File: config.mk
export PLATFORM = sky130hd
export DESIGN_NAME = fb_draw_writer
export DESIGN_NICKNAME = d
export VERILOG_FILES = /design/src/rtl/fb_draw_writer.sv
export SDC_FILE = /design/constraint.sdc
export NUM_CORES = 1
export LEC_CHECK = 0
export CAP_MARGIN = 40
export CORE_MARGIN = 8
export CORE_UTILIZATION = 55
export CTS_BUF_LIST = sky130_fd_sc_hd__clkbuf_2 sky130_fd_sc_hd__clkbuf_4 sky130_fd_sc_hd__clkbuf_8
export DETAILED_ROUTE_END_ITERATION = 10
export GPL_TIMING_DRIVEN = 0
export PLACE_DENSITY_LB_ADDON = 0.12
export SLEW_MARGIN = 15
export SYNTH_ARGS = -nofsm -noshare
export SYNTH_HDL_FRONTEND = slang
export SYNTH_SLANG_ARGS = --single-unit
File: constraint.sdc
create_clock -name iVGA_CLK -period 3.45 [get_ports iVGA_CLK]
set_input_delay 0.69 -clock iVGA_CLK [delete_from_list [all_inputs] [get_ports iVGA_CLK]]
set_output_delay 0.69 -clock iVGA_CLK [all_outputs]
set_load 0.02 [all_outputs]
File: src/rtl/fb_draw_writer.sv
// Frame-buffer write engine: pixel, rectangle-fill and full-clear commands for a
// 640x480 8-bit colour-index frame buffer, one write per cycle at row*H_RES + col.
// Optional build macro FB_VBLANK_GATE_EN adds a vblank input; writes then stall
// (address and counters hold) on cycles with vblank low.
module fb_draw_writer #(
  parameter int unsigned H_RES  = 640,
  parameter int unsigned V_RES  = 480,
  parameter int unsigned ADDR_W = 19,
  parameter int unsigned IDX_W  = 8
) (
  input  logic              iVGA_CLK,
  input  logic              iRST_n,
`ifdef FB_VBLANK_GATE_EN
  input  logic              vblank,
`endif
  input  logic              cmd_valid,
  output logic              cmd_ready,
  input  logic [1:0]        cmd_op,
  input  logic [8:0]        cmd_row,
  input  logic [9:0]        cmd_col,
  input  logic [8:0]        cmd_h,
  input  logic [9:0]        cmd_w,
  input  logic [IDX_W-1:0]  cmd_color,
  output logic              busy,
  output logic              wr_en,
  output logic [ADDR_W-1:0] wr_addr,
  output logic [IDX_W-1:0]  wr_data,
  output logic              done,
  output logic              err
);

  localparam logic [9:0]        HLast   = 10'(H_RES - 1);
  localparam logic [8:0]        VLast   = 9'(V_RES - 1);
  localparam logic [ADDR_W-1:0] HStride = ADDR_W'(H_RES);

  typedef enum logic [2:0] {StIdle, StPix, StRect, StClr, StFin} state_e;

  state_e            state_q;
  logic [ADDR_W-1:0] wr_addr_q, row_start_q;
  logic [IDX_W-1:0]  color_q;
  logic [9:0]        col_q, col_start_q, end_col_q;
  logic [8:0]        row_q, end_row_q;
  logic              done_q, err_q;

  logic              accept, drawing, gate, fire;
  logic [10:0]       col_sum;
  logic [9:0]        row_sum;
  logic [9:0]        end_col_c;
  logic [8:0]        end_row_c;
  logic              row_oob, col_oob;
  logic [ADDR_W-1:0] start_addr;

  // FIN counts as ready so a new command can be taken while done pulses.
  assign cmd_ready = (state_q == StIdle) || (state_q == StFin);
  assign busy      = ~cmd_ready;
  assign accept    = cmd_valid & cmd_ready;
  assign drawing   = (state_q == StPix) || (state_q == StRect) || (state_q == StClr);

`ifdef FB_VBLANK_GATE_EN
  assign gate = vblank;
`else
  assign gate = 1'b1;
`endif

  // A write happens on every drawing cycle that is not stalled.
  assign fire    = drawing & gate;
  assign wr_en   = fire;
  assign wr_addr = wr_addr_q;
  assign wr_data = color_q;
  assign done    = done_q;
  assign err     = err_q;

  // Command decode: range checks, silent clipping and the one multiply for the start address.
  assign col_sum    = {1'b0, cmd_col} + {1'b0, cmd_w} - 11'd1;
  assign row_sum    = {1'b0, cmd_row} + {1'b0, cmd_h} - 10'd1;
  assign end_col_c  = (col_sum > {1'b0, HLast}) ? HLast : col_sum[9:0];
  assign end_row_c  = (row_sum > {1'b0, VLast}) ? VLast : row_sum[8:0];
  assign col_oob    = cmd_col > HLast;
  assign row_oob    = cmd_row > VLast;
  assign start_addr = ADDR_W'(cmd_row) * HStride + ADDR_W'(cmd_col);

  // Command FSM with raster address generation; all outputs come from these registers.
  always_ff @(posedge iVGA_CLK) begin
    if (!iRST_n) begin
      state_q     <= StIdle;
      wr_addr_q   <= '0;
      row_start_q <= '0;
      color_q     <= '0;
      col_q       <= '0;
      col_start_q <= '0;
      end_col_q   <= '0;
      row_q       <= '0;
      end_row_q   <= '0;
      done_q      <= 1'b0;
      err_q       <= 1'b0;
    end else begin
      done_q <= 1'b0;
      err_q  <= 1'b0;
      unique case (state_q)
        StIdle, StFin: begin
          state_q <= StIdle;
          if (accept) begin
            color_q     <= cmd_color;
            wr_addr_q   <= start_addr;
            row_start_q <= start_addr;
            col_q       <= cmd_col;
            col_start_q <= cmd_col;
            row_q       <= cmd_row;
            end_col_q   <= end_col_c;
            end_row_q   <= end_row_c;
            unique case (cmd_op)
              2'b00: begin
                if (row_oob || col_oob) begin
                  state_q <= StFin;
                  done_q  <= 1'b1;
                  err_q   <= 1'b1;
                end else begin
                  state_q <= StPix;
                end
              end
              2'b01: begin
                if (cmd_w == '0 || cmd_h == '0 || row_oob || col_oob) begin
                  state_q <= StFin;
                  done_q  <= 1'b1;
                  err_q   <= 1'b1;
                end else begin
                  state_q <= StRect;
                end
              end
              2'b10: begin
                // Clear is a full-screen rectangle from the origin.
                state_q     <= StClr;
                wr_addr_q   <= '0;
                row_start_q <= '0;
                col_q       <= '0;
                col_start_q <= '0;
                row_q       <= '0;
                end_col_q   <= HLast;
                end_row_q   <= VLast;
              end
              default: begin
                state_q <= StFin;
                done_q  <= 1'b1;
                err_q   <= 1'b1;
              end
            endcase
          end
        end
        StPix: begin
          if (fire) begin
            state_q <= StFin;
            done_q  <= 1'b1;
          end
        end
        StRect, StClr: begin
          if (fire) begin
            if (col_q == end_col_q) begin
              if (row_q == end_row_q) begin
                state_q <= StFin;
                done_q  <= 1'b1;
              end else begin
                // Next row starts one stride below the previous row start.
                row_q       <= row_q + 9'd1;
                col_q       <= col_start_q;
                row_start_q <= row_start_q + HStride;
                wr_addr_q   <= row_start_q + HStride;
              end
            end else begin
              col_q     <= col_q + 10'd1;
              wr_addr_q <= wr_addr_q + 1'b1;
            end
          end
        end
        default: state_q <= StIdle;
      endcase
    end
  end

endmodule

==> flow_metrics.py, run 1 <==
metrics = {
    "run_status": {
        "status": "finished, final reports clean",
    },
    "floorplan": {
        "fp.dieW_um": 129,
        "ios": 83,
        "rows": 41,
        "initial_core_util": 0.562,
        "die_area_um2": 16700,
        "core_region_area_um2": 12600,
        "die_h_um": 129,
    },
    "cells_and_area": {
        "post-route-util": 0.669,
        "multi_input_area_um2": 4650,
        "nets": 1140,
        "finalInstanceArea_um2": 8410,
        "seq_area_um2": 1980,
        "drive_gt1_frac": 0.0581,
        "diodes": 0,
        "num-fill-cells": 1125,
        "area_growth_pct": 19.0,
        "layout.cells.non_filler": 1205,
    },
    "global_route": {
        "grt_max_degree": 18,
        "overflow": 0,
        "grt_pass1_vias": 6952,
        "grt.total_usage": 0.273,
        "antenna_found_initial": 0,
        "grt_pass1_wl_mm": 36.2,
    },
    "placement": {
        "dp.cells": 1187,
        "pre_cts_ws_ns": -0.831,
        "place_hpwl_mm": 16.9,
        "port_buffers": 81,
        "routabilityCongestion": 0.975,
        "place_area_um2": 8090,
    },
    "critical_path": {
        "crit_required_ns": 3.71,
        "path_max_fanout": 5,
        "crit_type": "in -> reg",
        "cp-end-kind": "register",
        "start_kind": "primary input",
        "arrival_ns": 3.59,
    },
    "yosys": {
        "synth-edff-count": 0,
        "yosysWarningCount": 0,
        "yosys-top-cells-area": "dfxtp_1 28%, ha_1 10%, a21oi_1 6.5%",
        "yosysSeqAreaShare": 0.281,
        "ys.flop_type": "dfxtp_1",
        "ys_ff_latch": 99,
        "synth_area_um2": 7060,
        "yosysMostFrequentCell": "nand2_1",
        "yosysTopAreaCell": "dfxtp_1",
        "syn_area_per_cell_um2": 7.56,
        "synth_top_area_frac": 0.281,
        "synthDistinctLibCells": 67,
        "yosys-top-cells-count": "112 x nand2_1, 99 x dfxtp_1, 92 x a21oi_1",
        "netlist_instances": 934,
        "syn-num-nets": 1046,
        "synth-async-reset-ratio": 0,
    },
    "power": {
        "p_seq_frac": 0.385,
        "power_switching_share": 0.382,
        "p_int_mw": 2.25,
        "ir_drop_mv": 0.200,
        "finalPower_mw": 3.63,
        "p_leak_nw": 3.38,
        "clockPowerShare": 0.245,
        "power.switching_mw": 1.39,
        "powerDensity_nw_per_um2": 432,
        "comb_power_share": 0.370,
    },
    "timing": {
        "maxSlewHeadroom": 0.456,
        "fin_crit_sh": 0.966,
        "finalSetupTns_ns": 0,
        "fin_crit_ns": 3.33,
        "clock.fmax_mhz": 300,
        "setup_slack_ns": 0.117,
        "clock_skew_ns": 0.0134,
        "hold_violations": 0,
        "whs_ns": 0.462,
        "tightest_slew_ns": 0.816,
        "maxSlewViolCount": 0,
        "setup_violations": 0,
    },
    "job": {
        "maxCapViolCount": 0,
    },
    "clock_network": {
        "cts-root-buf": "clkbuf_8",
        "cts_hold_buffers": 0,
        "cts_buffer_depth": 2,
        "path_clk_slew_ns": 0.10,
        "numCtsBuffers": 9,
        "htree_levels": 3,
        "cts_tree": "done",
        "cts.sinks": 99,
        "clk_latency_ns": 0.39,
    },
    "drt": {
        "viasPerCell": 6.08,
        "first_pass_iters": 5,
        "wirelength_mm": 22.8,
        "drc": 0,
        "routedWlPerCell_um": 18.9,
        "ant_nets": 0,
        "initialDrtViolationCount": 931,
        "vias": 7321,
    },
    "min_path": {
        "hp-class": "reg -> reg",
    },
}
-- logic make-up after synthesis --
| family | after synthesis | share of synthesized area |
|---|---|---|
| AND/OR/NAND/NOR | 299 | 0.201 |
| adder cells (fa/ha/maj) | 61 | 0.112 |
| XOR/XNOR | 67 | 0.0831 |
| multiplexers | 1 | 0.00159 |
| flip-flops | 99 | 0.281 |
| AO/OA/AOI/OAI | 280 | 0.249 |
| buffers and inverters | 127 | 0.0716 |
-- sequential cells by signal, summed over array words and instances, names as in the netlist, 8 cells and up --
signal and cells:
col_start_q 10, row_start_q 19, wr_data 8, end_row_q 9, wr_addr 19, col_q 10
row_q 9, end_col_q 10
-- placed cells by master, fill, tap and decap left out, types with 34 or more instances in the layout --
cell type	instances
ha_1	57
o21ai_0	68
nor2_1	65
dfxtp_1	99
clkbuf_1	34
a21oi_1	92
clkdlybuf4s50_1	80
nand2_1	111
inv_1	83
xnor2_1	36
-- area by class of cell --
class	instances	share of cell area
Multi-Input combinational cell	708	0.553
Sequential cell	99	0.236
Tap cell	172	0.0256
Clock inverter	6	0.0112
Clock buffer	10	0.0164
Inverter	83	0.0371
Timing Repair Buffer	83	0.0981
Buffer	44	0.0231
-- timing repair --
item,CTS,global route
setup buffers,1,1
setup endpoints to repair,16,20
gates resized for setup,6,11
pin swaps,1,4
-- final timing paths --
check                   from           end  slack (ns)  cells after the start
setup reg to reg  state_q[0]    wr_addr[7]        0.81                      8
setup / recovery  cmd_row[1]  end_row_q[4]        0.12                     13
hold / removal    wr_data[7]    wr_data[7]        0.46                      2
hold reg to reg   wr_data[7]    wr_data[7]        0.46                      2
-- worst max-delay path: stages --
cell and delay (ns):
dlygate4sd2_1 0.43, inv_1 0.09, ha_1 0.28, inv_1 0.04, ha_1 0.21, fa_2 0.37
a211oi_1 0.22, o21ai_1 0.12, a21o_1 0.17, a21oi_1 0.22, mux2_4 0.37, a41oi_4 0.25
a21oi_1 0.12
-- per-layer routing --
layer | vias to the layer above | track usage | share of wire
li1 | 3501 | - | -
met1 | 3407 | 0.368 | 0.44
met2 | 366 | 0.426 | 0.44
met3 | 47 | 0.0386 | 0.088
met4 | 0 | 0.116 | 0.025
met5 | - | 0 | 0
-- power groups by stage --
stage,clock (mW),sequential (mW),combinational (mW)
6_report,0.889,1.40,1.34
5_1_grt,0.930,1.42,1.47
4_1_cts,0.876,1.39,1.30
3_5_place_dp,0,1.42,1.27
3_3_place_gp,0,1.42,1.25
2_1_floorplan,0,1.43,0.826
No activity file was read; power rests on OpenSTA's default activity.
==> run 2, diff against run 1 <==
Settings changed: CORE_UTILIZATION 55 to 40.
==> run 2 against run 1 <==
  * Combinational power barely moved
  * Register-to-register slack lost 0.04 ns
  * Clock-buffer cell count unchanged
  * Cell count increased by 4.3%
  * Critical endpoint unchanged
  * Highest routed layer unchanged
==> flow_metrics.py, run 2 (synthesis gave the netlist of run 1 again) <==
metrics = {
    "clock_network": {
        "cts_hold_buffers": 0,
        "cts_tree": "done",
        "htree_levels": 3,
        "cts_buffer_depth": 2,
        "numCtsBuffers": 9,
        "path_clk_slew_ns": 0.11,
        "clk_latency_ns": 0.39,
        "cts.sinks": 99,
        "cts-root-buf": "clkbuf_8",
    },
    "floorplan": {
        "initial_core_util": 0.408,
        "core_region_area_um2": 17300,
        "die_h_um": 149,
        "rows": 48,
        "ios": 83,
        "die_area_um2": 22200,
        "fp.dieW_um": 149,
    },
    "timing": {
        "maxSlewViolCount": 0,
        "clock_skew_ns": 0.0155,
        "clock.fmax_mhz": 306,
        "hold_violations": 0,
        "fin_crit_sh": 0.946,
        "setup_violations": 0,
        "tightest_slew_ns": 0.864,
        "rsz0062_at_grt": "no",
        "fin_crit_ns": 3.26,
        "maxSlewHeadroom": 0.419,
    },
    "power": {
        "p_seq_frac": 0.394,
        "p_int_mw": 2.16,
        "power_switching_share": 0.392,
        "power.switching_mw": 1.39,
        "p_leak_nw": 3.36,
        "clockPowerShare": 0.228,
        "comb_power_share": 0.377,
        "ir_drop_mv": 0.172,
        "powerDensity_nw_per_um2": 420,
    },
    "cells_and_area": {
        "area_growth_pct": 19.6,
        "post-route-util": 0.488,
        "multi_input_area_um2": 4660,
        "finalInstanceArea_um2": 8450,
        "final_common_cell": "nand2_1",
        "seq_area_um2": 1980,
        "nets": 1139,
        "mostFrequentLayoutCells": "111 x nand2_1, 99 x dfxtp_1, 91 x a21oi_1",
        "diodes": 0,
        "drive_gt1_frac": 0.0620,
        "num-fill-cells": 1797,
    },
    "critical_path": {
        "crit_required_ns": 3.71,
        "arrival_ns": 3.53,
        "ff2ff_path_depth": 8,
        "crit_type": "in -> reg",
        "start_kind": "primary input",
        "cp-end-kind": "register",
        "path_max_fanout": 5,
    },
    "drt": {
        "first_pass_iters": 6,
        "drc": 0,
        "routedWlPerCell_um": 18.9,
        "wirelength_mm": 23.8,
        "vias": 7096,
        "initialDrtViolationCount": 587,
        "ant_nets": 0,
        "viasPerCell": 5.65,
    },
    "placement": {
        "routabilityCongestion": 0.906,
        "place_area_um2": 8150,
        "port_buffers": 81,
        "place_hpwl_mm": 18.1,
    },
    "min_path": {
        "hp-class": "reg -> reg",
        "whs_path_depth": 2,
    },
    "global_route": {
        "grt_max_degree": 18,
        "antenna_found_initial": 0,
        "grt_pass1_wl_mm": 37.4,
        "grt_pass1_vias": 6753,
        "overflow": 0,
        "grt.total_usage": 0.213,
    },
    "job": {
        "maxCapViolCount": 0,
    },
    "run_status": {
        "status": "finished, final reports clean",
    },
}
-- run 2: area by class of cell --
cell class,instances,area share
buffer,44,0.0230
clock buffer,10,0.0155
timing repair buffer,82,0.0963
multi-input combinational,708,0.552
inverter,83,0.0369
tap,225,0.0333
sequential,99,0.235
clock inverter,6,0.00844
-- run 2: critical path, stage by stage --
cell,delay (ns)
clkdlybuf4s50_1,0.47
inv_1,0.05
ha_1,0.26
inv_1,0.04
ha_1,0.21
fa_2,0.37
a211oi_1,0.23
o21ai_0,0.16
a21o_1,0.19
a21oi_2,0.16
mux2_4,0.35
a41oi_4,0.25
a21oi_1,0.09
-- run 2: layer usage --
metal / GRT usage / wire [µm] / share of wire
met1: 0.300 / 11200 / 0.47
met4: 0.0661 / 488 / 0.021
met5: 0 / 0 / 0
met3: 0.0273 / 1740 / 0.073
met2: 0.331 / 10400 / 0.44
-- run 2: timing repair --
| item | in CTS | in global routing |
|---|---|---|
| resized for setup | 7 | 15 |
| pin swaps | 1 | 6 |
| setup endpoints to repair | 18 | 22 |
| hold endpoints to repair | 0 | 0 |
| buffers inserted | 1 | 0 |
-- run 2: power groups by stage --
stage          Clock [mW]  Sequential (mW)  Combinational, mW
6_report            0.811             1.40               1.34
5_1_grt             0.858             1.42               1.48
4_1_cts             0.814             1.40               1.30
3_5_place_dp            0             1.42               1.28
3_3_place_gp            0             1.42               1.28
2_1_floorplan           0             1.43              0.826
-- run 2: path summary, 6_finish.rpt --
path / start / to / slack [ns]
setup reg to reg: col_q[0] / row_q[8] / 0.77
hold / removal: wr_data[3] / wr_data[3] / 0.46
hold reg to reg: wr_data[3] / wr_data[3] / 0.46
setup / recovery: cmd_h[1] / end_row_q[4] / 0.19
-- run 2: through the flow --
| step | instances | worst slack (ns) | TNS, ns | total power [mW] | hold WS [ns] |
|---|---|---|---|---|---|
| after floorplan | 934 | 0.299 | 0 | 2.26 | 0.432 |
| after global placement | 1240 | -0.953 | -15.48 | 2.70 | 0.442 |
| after detailed placement | 1240 | -0.901 | -15.22 | 2.70 | 0.445 |
| after CTS | 1257 | 0.0187 | 0 | 3.51 | 0.460 |
| after global routing | 1257 | 0.00746 | 0 | 3.75 | 0.483 |
| final | 1257 | 0.187 | 0 | 3.55 | 0.458 |
